==> src/rtl/mod_updown_counter.sv <==
// mod_updown_counter: modulo-MODULUS up/down counter with prescaler, load, tc, wrap.
// Define COUNTER_SAT_EN to saturate at the range ends instead of wrapping.
module mod_updown_counter #(
  parameter int WIDTH    = 4,
  parameter int MODULUS  = 16,
  parameter int PRESCALE = 1
) (
  input  logic             clk,
  input  logic             reset,
  input  logic             en,
  input  logic             up_dn,
  input  logic             load,
  input  logic [WIDTH-1:0] load_val,
  output logic [WIDTH-1:0] count,
  output logic             tc,
  output logic             wrap
);

  localparam int PW = (PRESCALE > 1) ? $clog2(PRESCALE) : 1;
  localparam logic [WIDTH-1:0] CMAX  = WIDTH'(MODULUS - 1);
  localparam logic [PW-1:0]    PLAST = PW'(PRESCALE - 1);

  logic [PW-1:0]    pre_cnt;
  logic [PW-1:0]    pre_nxt;
  logic [WIDTH-1:0] cnt_nxt;
  logic [WIDTH-1:0] cnt_inc;
  logic [WIDTH-1:0] cnt_dec;
  logic [WIDTH-1:0] ld_sat;
  logic             wrap_nxt;
  logic             step;
  logic             at_max;
  logic             at_min;

  assign at_max  = (count == CMAX);
  assign at_min  = (count == '0);
  assign step    = en & (pre_cnt == PLAST);
  assign cnt_inc = count + WIDTH'(1);
  assign cnt_dec = count - WIDTH'(1);

  // Out-of-range loads clamp so count never leaves 0..MODULUS-1.
  assign ld_sat = (load_val > CMAX) ? CMAX : load_val;

  assign tc = up_dn ? at_max : at_min;

  always_comb begin
    pre_nxt  = pre_cnt;
    cnt_nxt  = count;
    wrap_nxt = 1'b0;
    priority case (1'b1)
      load: begin
        cnt_nxt = ld_sat;
        pre_nxt = '0;
      end
      step: begin
        pre_nxt = '0;
        if (up_dn) begin
          if (at_max) begin
`ifdef COUNTER_SAT_EN
            cnt_nxt = CMAX;
`else
            cnt_nxt  = '0;
            wrap_nxt = 1'b1;
`endif
          end else begin
            cnt_nxt = cnt_inc;
          end
        end else begin
          if (at_min) begin
`ifdef COUNTER_SAT_EN
            cnt_nxt = '0;
`else
            cnt_nxt  = CMAX;
            wrap_nxt = 1'b1;
`endif
          end else begin
            cnt_nxt = cnt_dec;
          end
        end
      end
      en: begin
        pre_nxt = pre_cnt + PW'(1);
      end
      default: begin
      end
    endcase
  end

  always_ff @(posedge clk) begin
    if (!reset) begin
      count   <= '0;
      pre_cnt <= '0;
      wrap    <= 1'b0;
    end else begin
      count   <= cnt_nxt;
      pre_cnt <= pre_nxt;
      wrap    <= wrap_nxt;
    end
  end

endmodule

==> config.mk <==
export PLATFORM = sky130hd
export DESIGN_NAME = mod_updown_counter
export DESIGN_NICKNAME = d
export VERILOG_FILES = /design/src/rtl/mod_updown_counter.sv
export SDC_FILE = /design/constraint.sdc
export NUM_CORES = 1
export LEC_CHECK = 0
export ABC_CLOCK_PERIOD_IN_PS = 2100
export CAP_MARGIN = 15
export CORE_AREA = 2 2 39 41
export DETAILED_ROUTE_END_ITERATION = 8
export DIE_AREA = 0 0 41 43
export GPL_ROUTABILITY_DRIVEN = 0
export HOLD_SLACK_MARGIN = 0.02
export PLACE_DENSITY = 0.67
export SLEW_MARGIN = 5
export SYNTH_ARGS = -nofsm -noshare
export SYNTH_HDL_FRONTEND = slang
export SYNTH_SLANG_ARGS = --single-unit
==> constraint.sdc <==
create_clock -name clk -period 2.1 [get_ports clk]
set_input_delay 0.42 -clock clk [delete_from_list [all_inputs] [get_ports clk]]
set_output_delay 0.42 -clock clk [all_outputs]
set_load 0.005 [all_outputs]
==> results.yml <==
sta:
  timing.hold.ws_ns: 0.4847
  fin_crit_sh_pct: 96.38
  fin_worst_skew_ns: 0.003686
  finalCriticalPeriod_ns: 2.024
  tightest_slew_ns: 0.3368
  hold_viol_final: 0
  rsz0062_at_grt: "no"
  max-slew-margin-rel_pct: 77.26
  setup_viol: 0
  drv_slew: 0
  max_freq_mhz: 494.1
critical_path:
  cp_slowest_cell: "clkdlybuf4s50_1"
  arrival_ns: 1.60
  worstSetupStartpointType: "input port"
  cp.required_ns: 1.68
  critical_path_class: "input port to output port"
  cp_max_fo: 2
  slowest_delay_ns: 0.42
  crit_chain: "clkdlybuf4s50_1 > or3b_1 > o21ai_2 > dlygate4sd2_1"
  r2r-start: "count[1]$_SDFFE_PN0P_"
  end_kind: "output port"
  worstSetupStartpoint: "up_dn"
yosys:
  synth_area_leaders: "dfxtp_1 (30%), a21oi_1 (6.3%), ha_1 (6.3%), nor2_1 (5.7%), nand2b_1 (4.8%)"
  synthTopCellsByCount: "dfxtp_1 (6), nor2_1 (6), a21oi_1 (5)"
  syn_area_um2: 394.1
  synth_edf_count: 0
  yosys.area.top_type: "dfxtp_1"
  syn_nets: 62
  synthArstFlopShare_pct: 0
  synth_top_area_share_pct: 30.48
  syn_area_per_cell_um2: 7.728
  synthFlopType: "dfxtp_1"
  yosysSeqAreaShare_pct: 30.48
  synth_cells: 51
  synth_cell_type_count: 28
  synth_seq_cells: 6
  synth_warnings: 0
global_route:
  track_usage_pct: 13.25
  antenna_found_initial: 0
  grt_first_pass_wirelength_um: 1518
  grt_overflow: 0
  use_met1_pct: 15.11
  grtUsageMet2_pct: 20.00
  grt_pass1_vias: 353
  met3_usage_pct: 6.283
  grt_max_degree: 10
  busiest_layer: "met2"
flow_run:
  cap_viol_max_count: 0
finish:
  utilization_pct: 43.40
  drive_above_1_share_pct: 12.86
  fin_nets: 83
  area_growth_pct: 52.38
  fin_cells: 86
  n_antenna_cell: 0
placed_design:
  hpwl_um: 713.3
  io_buffers: 14
  placedCellCount: 83
drt:
  wl_per_cell_um: 11.26
  postRouteAntennaNets: 0
  dr_total_vias: 424
  vias_per_cell: 4.930
  firstDrtPassIters: 4
  drtIter0Drc: 3
  wl_um: 968
  drc: 0
die:
  fp.dieH_um: 43
  coreArea_um2: 1384
  initial_utilization_pct: 28.48
  fp.dieArea_um2: 1763
  num_rows: 14
  fp.dieW_um: 41
  ios: 15
clock_tree:
  postCtsSetupBuffers: 0
  htree_num_levels: 1
  insertion_delay_ns: 0.25
  clockBufferDepth: 2
  clk_transition_reported_paths_ns: 0.04
  cts_buffers: 3
  cts_tree: "done"
  cts_root_buffer: "clkbuf_4"
  clock_sinks: 6
pwr:
  power_mw: 0.3387
  leakage_nw: 0.2507
  power_density_nw_per_um2: 563.9
  ir_drop_v: 0.0002817
run_status:
  status: "complete, no violations"
min_path:
  hp-class: "register to register"
  min_from: "pre_cnt$_SDFFE_PP0P_"
-- where the power goes --
group	internal, mW	switching, mW
registers	0.121	0.00630
logic	0.0564	0.0447
clock network	0.0649	0.0451
-- area by class of cell --
class | count | area (µm²)
timing repair buffer | 18 | 168.9
clock buffer | 3 | 22.52
inverter | 4 | 15.01
multi-input combinational | 39 | 254.0
fill | 142 | 783.3
sequential | 6 | 120.1
tap | 16 | 20.02
-- timing repair --
action,in CTS,in global routing
resized for setup,2,0
hold buffers,0,0
setup endpoints to repair,1,0
-- per-layer routing --
layer  vias up  part of all wire (%)  routed length, µm
met5         -                     0                  0
met4         0                     0                  0
met3         0                   6.1                 59
met2        10                    49                475
met1       191                    45                434
li1        223                     -                  -
-- cells in the final DEF (no fill, tap or decap) --
master	n
clkdlybuf4s50_1	13
nor2_1	6
dfxtp_1	6
a21oi_1	5
buf_4	4
inv_1	3
nand2b_1	3
o21ai_0	3
clkbuf_4	3
nand3_1	2
nor3b_1	2
ha_1	2
or3b_1	1
nand4_1	1
o21ai_2	1
a31oi_1	1
nor3_1	1
nor2b_1	1
nand2_1	1
o31ai_1	1
mux2i_1	1
xnor2_1	1
inv_2	1
or4_1	1
a311oi_1	1
a21o_1	1
o311ai_0	1
xor2_1	1
o311a_1	1
dlygate4sd2_1	1
-- registers in the layout, indices dropped and copies added (netlist names) --
register / flops
pre_cnt: 1
wrap: 1
count: 4
-- kinds of logic (layout without fill, tap and decap cells) --
group	Yosys count	in the layout	share of synthesized area [%]
compound gates	15	15	23.81
xor+xnor	2	2	4.445
fa+ha+maj	2	2	6.348
buf+inv	6	25	6.028
flops	6	6	30.48
mux	1	1	2.540
simple gates	19	19	26.35
-- path summary, 6_finish.rpt --
kind / end / slack [ns] / cells after the start
worst min register to register: pre_cnt$_SDFFE_PP0P_ / 0.48 / 1
worst max register to register: count[0]$_SDFFE_PN0P_ / 0.48 / 6
worst min-delay path: pre_cnt$_SDFFE_PP0P_ / 0.48 / 1
worst max-delay path: tc / 0.08 / 4
-- per-stage QoR --
stage / instance area, µm² / setup slack [ns] / setup TNS, ns
finish: 600.6 / 0.07593 / 0
floorplan: 394.1 / 0.5563 / 0
global route: 600.6 / 0.006126 / 0
CTS: 600.6 / 0.07392 / 0
global placement: 575.6 / -0.2126 / -0.2126
detailed placement: 575.6 / -0.2035 / -0.2035
-- worst max-delay path, delay by kind of cell --
kind | cells | cell delay, ns
AO/OA/AOI/OAI | 1 | 0.14
AND/OR/NAND/NOR | 1 | 0.39
buffers and inverters | 2 | 0.66
No activity file was read; power rests on OpenSTA's default activity.
